--- src/rtl/execute_muldiv_ctrl_pkg.sv ---
// rtl/execute_muldiv_ctrl_pkg.sv - shared opcodes and step-mode type for the muldiv sequencer
package execute_muldiv_ctrl_pkg;

    localparam logic [5:0] R_TYPE_OPCODE = 6'h00;
    localparam logic [5:0] MULT_FUNCTION = 6'h18;
    localparam logic [5:0] DIV_FUNCTION  = 6'h1a;

    typedef enum logic {
        STEP_MUL = 1'b0,
        STEP_DIV = 1'b1
    } step_mode_e;

endpackage

--- src/rtl/execute_muldiv_ctrl_muldiv_step.sv ---
// rtl/execute_muldiv_ctrl_muldiv_step.sv - one radix-2 shift-add / restoring-divide iteration
module muldiv_step
    import execute_muldiv_ctrl_pkg::*;
#(
    parameter int DATA_WIDTH = 32
) (
    input  step_mode_e            mode,
    input  logic [DATA_WIDTH:0]   acc,
    input  logic [DATA_WIDTH-1:0] op_a,
    input  logic [DATA_WIDTH-1:0] op_b,
    output logic [DATA_WIDTH:0]   acc_next,
    output logic [DATA_WIDTH-1:0] op_a_next,
    output logic [DATA_WIDTH-1:0] op_b_next
);

    logic [DATA_WIDTH:0]   rem_shift;
    logic [DATA_WIDTH:0]   rem_diff;
    logic                  quo_bit;
    logic [DATA_WIDTH-1:0] addend;
    logic                  acc_msb_unused;

    // The remainder never exceeds the divisor, so its top bit is always zero on entry.
    assign acc_msb_unused = acc[DATA_WIDTH];

    always_comb begin
        rem_shift = {acc[DATA_WIDTH-1:0], op_a[DATA_WIDTH-1]};
        rem_diff  = rem_shift - {1'b0, op_b};
        quo_bit   = (rem_shift >= {1'b0, op_b});
        addend    = op_b[0] ? op_a : '0;
        acc_next  = acc;
        op_a_next = op_a;
        op_b_next = op_b;
        if (mode == STEP_MUL) begin
            acc_next  = {1'b0, acc[DATA_WIDTH-1:0] + addend};
            op_a_next = op_a << 1;
            op_b_next = op_b >> 1;
        end else begin
            // op_a shifts dividend bits out the top and quotient bits in at the bottom.
            acc_next  = quo_bit ? rem_diff : rem_shift;
            op_a_next = {op_a[DATA_WIDTH-2:0], quo_bit};
        end
    end

endmodule

--- src/rtl/execute_muldiv_ctrl.sv ---
// rtl/execute_muldiv_ctrl.sv - multi-cycle MULT/DIV sequencer with pipeline stall
module execute_muldiv_ctrl
    import execute_muldiv_ctrl_pkg::*;
#(
    parameter int DATA_WIDTH     = 32,
    parameter int OPCODE_WIDTH   = 6,
    parameter int FUNCTION_WIDTH = 6
) (
    input  logic                      clk,
    input  logic                      rst,
    input  logic                      muldiv_start,
    input  logic [OPCODE_WIDTH-1:0]   muldiv_opcode,
    input  logic [FUNCTION_WIDTH-1:0] muldiv_function,
    input  logic [DATA_WIDTH-1:0]     muldiv_data_in_a,
    input  logic [DATA_WIDTH-1:0]     muldiv_data_in_b,
    input  logic                      muldiv_flush,
    output logic                      muldiv_busy,
    output logic                      muldiv_stall,
    output logic                      muldiv_done,
    output logic                      muldiv_div_by_zero,
    output logic [DATA_WIDTH-1:0]     muldiv_data_out
);

    localparam int CNT_W = $clog2(DATA_WIDTH) + 1;

    typedef enum logic [1:0] {
        IDLE = 2'd0,
        MUL  = 2'd1,
        DIV  = 2'd2,
        DONE = 2'd3
    } state_e;

    state_e                state, state_next;
    logic [CNT_W-1:0]      count;
    logic [DATA_WIDTH:0]   acc_q;
    logic [DATA_WIDTH-1:0] op_a_q, op_b_q;
    logic [DATA_WIDTH-1:0] data_q;
    logic                  dbz_q;

    logic                  is_mult, is_div, accept, div_zero, last_iter, iterating;
    step_mode_e            step_mode;
    logic [DATA_WIDTH:0]   acc_next;
    logic [DATA_WIDTH-1:0] op_a_next, op_b_next;

    assign is_mult   = (muldiv_function == FUNCTION_WIDTH'(MULT_FUNCTION));
    assign is_div    = (muldiv_function == FUNCTION_WIDTH'(DIV_FUNCTION));
    assign accept    = (state == IDLE) && muldiv_start &&
                       (muldiv_opcode == OPCODE_WIDTH'(R_TYPE_OPCODE)) && (is_mult || is_div);
    assign div_zero  = is_div && (muldiv_data_in_b == '0);
    assign last_iter = (count == CNT_W'(DATA_WIDTH - 1));
    assign iterating = (state == MUL) || (state == DIV);
    assign step_mode = (state == DIV) ? STEP_DIV : STEP_MUL;

    muldiv_step #(.DATA_WIDTH(DATA_WIDTH)) u_step (
        .mode      (step_mode),
        .acc       (acc_q),
        .op_a      (op_a_q),
        .op_b      (op_b_q),
        .acc_next  (acc_next),
        .op_a_next (op_a_next),
        .op_b_next (op_b_next)
    );

    always_comb begin
        state_next = state;
        case (state)
            IDLE: begin
                if (accept) begin
                    if (div_zero)    state_next = DONE;
                    else if (is_div) state_next = DIV;
                    else             state_next = MUL;
                end
            end
            MUL, DIV: if (last_iter) state_next = DONE;
            DONE:     state_next = IDLE;
            default:  state_next = IDLE;
        endcase
        if (muldiv_flush && (state != IDLE)) state_next = IDLE;
    end

    always_ff @(posedge clk) begin
        if (rst) begin
            state  <= IDLE;
            count  <= '0;
            acc_q  <= '0;
            op_a_q <= '0;
            op_b_q <= '0;
            data_q <= '0;
            dbz_q  <= 1'b0;
        end else begin
            state <= state_next;
            if (accept) begin
                count  <= '0;
                acc_q  <= '0;
                op_a_q <= muldiv_data_in_a;
                op_b_q <= muldiv_data_in_b;
                if (div_zero) begin
                    data_q <= '1;
                    dbz_q  <= 1'b1;
                end
            end else if (iterating && !muldiv_flush) begin
                count  <= count + 1'b1;
                acc_q  <= acc_next;
                op_a_q <= op_a_next;
                op_b_q <= op_b_next;
                if (last_iter) begin
                    data_q <= (state == MUL) ? acc_next[DATA_WIDTH-1:0] : op_a_next;
                    dbz_q  <= 1'b0;
                end
            end
        end
    end

    assign muldiv_busy        = (state != IDLE);
    assign muldiv_stall       = accept || iterating;
    assign muldiv_done        = (state == DONE);
    assign muldiv_div_by_zero = (state == DONE) && dbz_q;
    assign muldiv_data_out    = data_q;

endmodule

--- config.mk ---
export PLATFORM = sky130hd
export DESIGN_NAME = execute_muldiv_ctrl
export DESIGN_NICKNAME = d
export VERILOG_FILES = /design/src/rtl/execute_muldiv_ctrl_pkg.sv /design/src/rtl/execute_muldiv_ctrl_muldiv_step.sv /design/src/rtl/execute_muldiv_ctrl.sv
export SDC_FILE = /design/constraint.sdc
export NUM_CORES = 1
export LEC_CHECK = 0
export ABC_AREA = 1
export CELL_PAD_IN_SITES_DETAIL_PLACEMENT = 0
export CELL_PAD_IN_SITES_GLOBAL_PLACEMENT = 1
export CORE_ASPECT_RATIO = 0.75
export CORE_MARGIN = 4
export CORE_UTILIZATION = 35
export DETAILED_ROUTE_END_ITERATION = 8
export GPL_TIMING_DRIVEN = 0
export PLACE_DENSITY_LB_ADDON = 0.1
export SYNTH_ARGS = -nofsm -noshare
export SYNTH_HDL_FRONTEND = slang
export SYNTH_SLANG_ARGS = --single-unit
--- constraint.sdc ---
create_clock -name clk -period 4.6 [get_ports clk]
set_input_delay 1.15 -clock clk [delete_from_list [all_inputs] [get_ports clk]]
set_output_delay 1.15 -clock clk [all_outputs]
set_load 0.02 [all_outputs]
==> results.sh, run 1 <==
export IMPL_grt_max_degree=17
export IMPL_ys_flop_type="dfxtp_1"
export IMPL_yosysTopAreaCell="dfxtp_1"
export IMPL_fin_worst_skew_ps=18.1
export IMPL_synth_seq_area_share=0.233
export IMPL_async_reset_ff_frac=0
export IMPL_cts_made_buffers=17
export IMPL_avgViaCountPerCell=5.05
export IMPL_place_area_um2=13500
export IMPL_vdd_drop_max_mv=0.516
export IMPL_core_um2=32700
export IMPL_dr_pass1_iters=5
export IMPL_p_total_mw=10.2
export IMPL_ys_top_cells_by_area="dfxtp_1 23%, nand2_1 23%, inv_1 10%"
export IMPL_synth_area_um2=11700
export IMPL_worstHoldPathCells=2
export IMPL_area_growth_pct=19.5
export IMPL_yosys_top_cells_count="723 x nand2_1, 321 x inv_1, 178 x nand3_1"
export IMPL_fin_cells=2639
export IMPL_r2r_start="op_b_q[0]"
export IMPL_final_seq_area_um2=2740
export IMPL_fp_dieW_um=220
export IMPL_synth_fa_ha_area_frac=0.0769
export IMPL_p_leak_nw=7.39
export IMPL_cp_buffers_inverters=4
export IMPL_status="completed"
export IMPL_drive_gt1_frac=0.0533
export IMPL_placed_cells=2607
export IMPL_ioPinCount=116
export IMPL_drtIter0Drc=1328
export IMPL_hpwl_um=40800
export IMPL_cts_root_buf="clkbuf_16"
export IMPL_synth_compound_area_share=0.131
export IMPL_crit_top_cell="clkdlybuf4s50_1"
export IMPL_finalSetupTns_ps=0
export IMPL_fp_dieH_um=167
export IMPL_synth_top_family_by_area="simple AND/OR/NAND/NOR gates"
export IMPL_path_class="in -> out"
export IMPL_antenna_found_initial=2
export IMPL_drv_slew=0
export IMPL_syn_instance_count=2050
export IMPL_yosysTopAreaCellShare=0.233
export IMPL_grt_overflow=0
export IMPL_hold_viol=0
export IMPL_cp_slowest_cell="clkdlybuf4s50_1"
export IMPL_final_util=0.429
export IMPL_crit_required_ps=3450
export IMPL_clock_latency_ps=460
export IMPL_yosysMostFrequentCell="nand2_1"
export IMPL_maxSlewHeadroom=0.473
export IMPL_worstReg2RegEnd="muldiv_data_out[26]"
export IMPL_fmax_mhz=226
export IMPL_yosys_warnings=0
export IMPL_cts_sinks=137
export IMPL_die_area_um2=36600
export IMPL_grt_pass1_vias=12200
export IMPL_worstMarginPinSlew_ps=791
export IMPL_drc_errors=0
export IMPL_fin_nets=2335
export IMPL_rsz0062_at_grt="false"
export IMPL_endpoint_kind="primary output"
export IMPL_whs_ps=482
export IMPL_syn_num_nets=2201
export IMPL_power_density_nw_per_um2=726
export IMPL_finalSetupViolCount=0
export IMPL_synthXorXnorAreaFrac=0.0194
export IMPL_via_count=13300
export IMPL_h_tree_depth=4
export IMPL_ys_types=46
export IMPL_drv_cap=0
export IMPL_portBuffers=115
export IMPL_clk_pin_slew_worst_paths_ps=60
export IMPL_min_from="op_b_q[14]"
export IMPL_num_antenna_cells=0
export IMPL_muxShareOfSynthArea=0
export IMPL_cts_hold_buf=0
export IMPL_worstPathMaxFanout=10
export IMPL_crit_family="buffers and inverters"
export IMPL_gp_congestion=0.958
export IMPL_crit_chain="clkdlybuf4s50_1 -> inv_1 -> or2_1 -> nor4_2 -> nand2_2 -> clkbuf_2 -> nand2_1 -> clkdlybuf4s50_1"
export IMPL_r2r_slack_ps=850
export IMPL_initial_core_util=0.359
export IMPL_whs_endpoint="op_b_q[14]"
export IMPL_max_stage_delay_ps=610
export IMPL_wl_um=48100
export IMPL_post_route_period_util=0.961
export IMPL_r2r_cells=17
export IMPL_min_period_ps=4420
export IMPL_ant_nets=0
export IMPL_num_rows=57
export IMPL_synthSimpleGateAreaFrac=0.405
export IMPL_multiInputGateArea_um2=7430
export IMPL_pre_cts_slack_ps=17.3
export IMPL_grtUsageTotal=0.260
export IMPL_syn_mean_instance_area_um2=5.73
export IMPL_routedWlPerCell_um=18.2
export IMPL_clk_path_buf_depth=2
export IMPL_critPathArrivalTime_ps=3270
export IMPL_startpoint_type="input pin"
export IMPL_hp_class="reg -> reg"
export IMPL_layout_cell_area_non_filler_um2=14000
export IMPL_fillers=3635
export IMPL_grt_pass1_wl_um=72500
export IMPL_synth_seq_cells=137
export IMPL_synth_edf_count=0
export IMPL_finalWorstSetupSlack_ps=179
export IMPL_cts_tree="done"
-- tightest hold or removal path, delay by kind of cell (launching register included) --
family	cells	cell delay, ps
flops	1	310
simple gates	1	60
compound gates	1	60
-- placed cells by master (no fill, tap or decap), types with 14 or more instances in the layout --
master           netlist  final
a31oi_1               16     16
xor2_1                22     22
nor3_1                16     16
inv_2                 14     14
inv_1                321    321
clkbuf_16              0     17
nand4_1               16     16
ha_1                  69     69
o21ai_1               35     35
nand3_1              178    178
nand2_1              723    722
o21ai_0               57     57
clkbuf_1              36     36
a21oi_1              123    123
dfxtp_1              137    137
buf_2                 22     22
nand2_2               13     14
nor2_1               146    146
clkdlybuf4s50_1        0    115
-- kinds of logic (layout without fill, tap and decap cells) --
logic type	Yosys count	count (layout)
and+or+nand+nor	1134	1134
buffers and inverters	405	552
AOI/OAI and AO/OA	277	277
DFF	137	137
adders and majority gates	71	71
xor gates and xnor gates	26	26
-- how the worst max path moves through the flow --
stage / startpoint / end / slack (ps) / cells after the start
after floorplan: muldiv_function[4] / muldiv_stall / 1340 / 6
after global placement: muldiv_function[4] / muldiv_stall / 20 / 8
after detailed placement: muldiv_function[4] / muldiv_stall / 20 / 8
after CTS: muldiv_function[4] / muldiv_stall / 80 / 8
after global routing: muldiv_function[4] / muldiv_stall / 50 / 8
final: muldiv_function[4] / muldiv_stall / 180 / 8
-- state kept, by name, summed over array words and instances, names as in the netlist --
register and count:
acc_q 32, dbz_q 1, count 6, muldiv_data_out 32, op_b_q 32, state 2
op_a_q 32
-- area by class of cell --
class	instances	area share
flip-flops and latches	137	0.195
inverters	335	0.0896
plain buffers	70	0.0226
clock inverters	14	0.0107
clock buffers	18	0.0306
multi-input cells	1508	0.530
well taps	442	0.0394
repair buffers	115	0.0820
-- report_power, final --
part / total [mW] / internal [mW] / switching (mW)
Combinational: 7.32 / 2.29 / 5.04
Clock: 1.38 / 0.725 / 0.657
Sequential: 1.48 / 1.30 / 0.185
-- timing repair --
item / in CTS / in global routing
pin swaps: 0 / 0
resized for setup: 1 / 1
setup buffers: 0 / 0
endpoints found under the setup margin: 1 / 1
-- layer usage --
layer | up-vias | GRT usage | routed length [µm]
met1 | 6187 | 0.405 | 24700
li1 | 6735 | - | -
met4 | 0 | 0.0459 | 528
met5 | - | 0 | 0
met3 | 32 | 0.0550 | 3440
met2 | 385 | 0.369 | 19400
No activity file was read; power rests on OpenSTA's default activity.
==> run 2, diff against run 1 <==
Settings changed: SKIP_CTS_REPAIR_TIMING from default to 1, SLEW_MARGIN from default to 20.
==> run 2 against run 1 <==
Final cell count did not move. Highest routed layer unchanged. Largest power group unchanged. Clock power barely moved. Sequential power barely moved. Critical path depth did not move. Worst hold slack got worse by 8.1 ps. Clock skew fell by 0.86 ps. Register-to-register slack got worse by 20 ps. Global-route usage barely moved. Core utilization did not move. Clock-buffer cell count did not move.
==> results.sh, run 2 (same netlist as run 1, synthesis figures left out) <==
export IMPL_fp_dieH_um=167
export IMPL_cp_buffers_inverters=4
export IMPL_clk_path_buf_depth=2
export IMPL_path_class="in -> out"
export IMPL_fin_cells=2639
export IMPL_placed_cells=2607
export IMPL_core_um2=32700
export IMPL_fmax_mhz=227
export IMPL_crit_family="buffers and inverters"
export IMPL_maxSlewHeadroom=0.476
export IMPL_p_leak_nw=7.39
export IMPL_dr_pass1_iters=7
export IMPL_grtUsageTotal=0.260
export IMPL_hold_viol=0
export IMPL_clock_latency_ps=460
export IMPL_grt_overflow=0
export IMPL_whs_ps=474
export IMPL_min_period_ps=4410
export IMPL_fillers=3635
export IMPL_drv_cap=0
export IMPL_critPathArrivalTime_ps=3260
export IMPL_ioPinCount=116
export IMPL_rsz0062_at_grt="false"
export IMPL_mostFrequentLayoutCells="722 x nand2_1, 321 x inv_1, 178 x nand3_1, 146 x nor2_1, 137 x dfxtp_1"
export IMPL_fin_nets=2335
export IMPL_crit_chain="clkdlybuf4s50_1 -> inv_1 -> or2_1 -> nor4_2 -> nand2_2 -> clkbuf_2 -> nand2_1 -> clkdlybuf4s50_1"
export IMPL_cts_root_buf="clkbuf_16"
export IMPL_finalSetupTns_ps=0
export IMPL_routedWlPerCell_um=18.2
export IMPL_layout_commonest_cell="nand2_1"
export IMPL_cts_tree="done"
export IMPL_worstPathMaxFanout=10
export IMPL_p_total_mw=10.2
export IMPL_combinationalPowerShare=0.719
export IMPL_vdd_drop_max_mv=0.517
export IMPL_drc_errors=0
export IMPL_area_growth_pct=19.5
export IMPL_initial_core_util=0.359
export IMPL_clk_pin_slew_worst_paths_ps=80
export IMPL_grt_pass1_wl_um=72500
export IMPL_num_antenna_cells=0
export IMPL_fp_dieW_um=220
export IMPL_status="completed"
export IMPL_endpoint_kind="primary output"
export IMPL_portBuffers=115
export IMPL_cp_slowest_cell="clkdlybuf4s50_1"
export IMPL_cts_sinks=137
export IMPL_drv_slew=0
export IMPL_place_area_um2=13500
export IMPL_wl_um=48000
export IMPL_antenna_found_initial=2
export IMPL_clkPwrFrac=0.135
export IMPL_switchingPower_mw=5.88
export IMPL_hp_class="reg -> reg"
export IMPL_multiInputGateArea_um2=7430
export IMPL_max_stage_delay_ps=610
export IMPL_drtIter0Drc=1331
export IMPL_h_tree_depth=4
export IMPL_die_area_um2=36600
export IMPL_num_rows=57
export IMPL_switching_share=0.577
export IMPL_crit_required_ps=3450
export IMPL_finalSetupViolCount=0
export IMPL_crit_top_cell="clkdlybuf4s50_1"
export IMPL_avgViaCountPerCell=5.06
export IMPL_hpwl_um=40800
export IMPL_final_seq_area_um2=2740
export IMPL_worstMarginPinSlew_ps=786
export IMPL_cts_made_buffers=17
export IMPL_power_density_nw_per_um2=726
export IMPL_ant_nets=0
export IMPL_grt_max_degree=17
export IMPL_pwr_share_seq=0.145
export IMPL_gp_congestion=0.958
export IMPL_p_int_mw=4.31
export IMPL_drive_gt1_frac=0.0533
export IMPL_layout_cell_area_non_filler_um2=14000
export IMPL_startpoint_type="input pin"
export IMPL_post_route_period_util=0.959
export IMPL_via_count=13400
export IMPL_fin_worst_skew_ps=17.3
export IMPL_grt_pass1_vias=12300
[run 2: final timing paths]
check	from	end	slack (ps)	depth (start not counted)
setup reg to reg	op_b_q[0]	muldiv_data_out[26]	830	17
hold reg to reg	op_b_q[31]	op_b_q[31]	470	2
setup / recovery	muldiv_function[4]	muldiv_stall	190	8
hold / removal	op_b_q[31]	op_b_q[31]	470	2
[run 2: power groups by stage]
stage	Clock, mW	Combinational [mW]	Sequential [mW]
2_1_floorplan	0	5.16	1.41
3_3_place_gp	0	7.15	1.51
3_5_place_dp	0	7.16	1.51
4_1_cts	1.41	7.20	1.49
5_1_grt	1.45	8.14	1.49
6_report	1.38	7.33	1.48
[run 2: layout make-up]
class / count / area share
Sequential cell: 137 / 0.195
Clock buffer: 18 / 0.0306
Clock inverter: 14 / 0.0107
Multi-Input combinational cell: 1508 / 0.530
Timing Repair Buffer: 115 / 0.0820
Tap cell: 442 / 0.0394
Inverter: 335 / 0.0896
Buffer: 70 / 0.0226
[run 2: worst min-delay path, delay by kind of cell, from the launching register on]
family	cells	cell delay, ps
AO/OA/AOI/OAI	1	50
AND/OR/NAND/NOR	1	60
flip-flops	1	320
[run 2: stage by stage]
stage	utilization	setup slack (ps)
6_report	0.429	187
3_5_place_dp	0.411	17.3
5_1_grt	0.429	57.6
3_3_place_gp	0.411	22.4
2_1_floorplan	-	1340
4_1_cts	0.429	-0.904
[run 2: per-layer routing]
metal / wire (µm) / GRT usage
met1: 24600 / 0.405
met2: 19400 / 0.369
met3: 3570 / 0.0550
met4: 554 / 0.0459
met5: 0 / 0
==> run 3, diff against run 2 <==
Settings changed: CORE_MARGIN 4 to default.
==> run 3 against run 2 <==
Clock-buffer cell count unchanged. Non-clock buffer count unchanged. Clock skew grew 0.76 ps. Critical path depth unchanged. Largest power group unchanged. Clock power about the same.
==> results.sh, run 3 (same netlist as run 1, synthesis figures left out) <==
export IMPL_final_seq_area_um2=2740
export IMPL_antenna_found_initial=0
export IMPL_area_growth_pct=19.4
export IMPL_hold_viol=0
export IMPL_grt_pass1_vias=12300
export IMPL_portBuffers=115
export IMPL_layout_commonest_cell="nand2_1"
export IMPL_rsz0062_at_grt="false"
export IMPL_mostFrequentLayoutCells="723 x nand2_1, 321 x inv_1, 178 x nand3_1, 146 x nor2_1, 137 x dfxtp_1"
export IMPL_grt_pass1_wl_um=70600
export IMPL_worstMarginPinSlew_ps=765
export IMPL_fp_dieW_um=214
export IMPL_gp_congestion=1.00
export IMPL_endpoint_kind="primary output"
export IMPL_vdd_drop_max_mv=0.571
export IMPL_grt_max_degree=17
export IMPL_startpoint_type="input pin"
export IMPL_final_util=0.429
export IMPL_core_um2=32700
export IMPL_avgViaCountPerCell=5.05
export IMPL_clk_pin_slew_worst_paths_ps=60
export IMPL_ant_nets=0
export IMPL_p_leak_nw=7.38
export IMPL_routedWlPerCell_um=17.9
export IMPL_whs_ps=472
export IMPL_wl_um=47200
export IMPL_placed_cells=2607
export IMPL_drc_errors=0
export IMPL_post_route_period_util=0.974
export IMPL_finalSetupTns_ps=0
export IMPL_status="completed"
export IMPL_crit_required_ps=3450
export IMPL_critPathArrivalTime_ps=3330
export IMPL_drtIter0Drc=1232
export IMPL_fmax_mhz=223
export IMPL_drv_slew=0
export IMPL_cts_sinks=137
export IMPL_path_class="in -> out"
export IMPL_power_density_nw_per_um2=724
export IMPL_crit_chain="clkdlybuf4s50_1 -> inv_1 -> or2_1 -> nor4_2 -> nand2_1 -> clkbuf_2 -> nand2_1 -> clkdlybuf4s50_1"
export IMPL_fin_nets=2335
export IMPL_hpwl_um=40000
export IMPL_grtUsageTotal=0.279
export IMPL_fin_worst_skew_ps=18.0
export IMPL_fin_cells=2640
export IMPL_drive_gt1_frac=0.0528
export IMPL_dr_pass1_iters=5
export IMPL_h_tree_depth=4
export IMPL_via_count=13300
export IMPL_worstPathMaxFanout=10
export IMPL_cp_slowest_cell="clkdlybuf4s50_1"
export IMPL_clk_path_buf_depth=2
export IMPL_min_period_ps=4480
export IMPL_max_stage_delay_ps=610
export IMPL_hp_class="reg -> reg"
export IMPL_cts_tree="done"
export IMPL_fp_dieH_um=161
export IMPL_clock_latency_ps=460
export IMPL_multiInputGateArea_um2=7430
export IMPL_ioPinCount=116
export IMPL_cts_root_buf="clkbuf_16"
export IMPL_grt_overflow=0
export IMPL_num_rows=57
export IMPL_die_area_um2=34300
export IMPL_finalSetupViolCount=0
export IMPL_cts_made_buffers=17
export IMPL_fillers=3577
export IMPL_drv_cap=0
export IMPL_initial_core_util=0.359
export IMPL_maxSlewHeadroom=0.490
## run 3: cell count changes in the layout (fill, tap and decap cells not counted), sizes merged
cell / change
diode: +1
clkinv: +2
clkinvlp: +2
bufinv: +1
inv: -5
## run 3: report_power, final
group | switching [mW] | total, mW | internal [mW]
combinational | 5.01 | 7.29 | 2.28
clock | 0.634 | 1.39 | 0.757
sequential | 0.183 | 1.48 | 1.30
## run 3: worst max-delay path, delay by kind of cell
kind	cells	cell delay (ps)
buf+inv	4	1410
simple gates	4	760
## run 3: per-stage QoR
stage | worst slack (ps) | area, µm² | power, mW
2_1_floorplan | 1340 | 11700 | 6.57
5_1_grt | 6.92 | 14000 | 11.0
4_1_cts | 38.2 | 14000 | 10.0
3_5_place_dp | 54.4 | 13500 | 8.62
3_3_place_gp | 30.7 | 13500 | 8.61
6_report | 122 | 14000 | 10.2
## run 3: worst paths after layout
| check | start | slack (ps) | endpoint | cells after the start |
|---|---|---|---|---|
| hold / removal | op_b_q[31] | 470 | op_b_q[31] | 2 |
| setup reg to reg | op_b_q[0] | 830 | muldiv_data_out[26] | 17 |
| hold reg to reg | op_b_q[31] | 470 | op_b_q[31] | 2 |
| setup / recovery | muldiv_function[4] | 120 | muldiv_stall | 8 |
## run 3: routing by layer
layer  wire [µm]  track usage
met5           0            0
met4         752       0.0685
met3        3970       0.0641
met2       18800        0.396
met1       23700        0.418
## run 3: layout make-up
cell class / instances / area share
multi-input cells: 1508 / 0.530
flip-flops and latches: 137 / 0.196
inverters: 335 / 0.0896
repair buffers: 115 / 0.0821
well taps: 442 / 0.0394
clock buffers: 18 / 0.0306
plain buffers: 70 / 0.0227
clock inverters: 14 / 0.0103
diodes: 1 / 0.000178
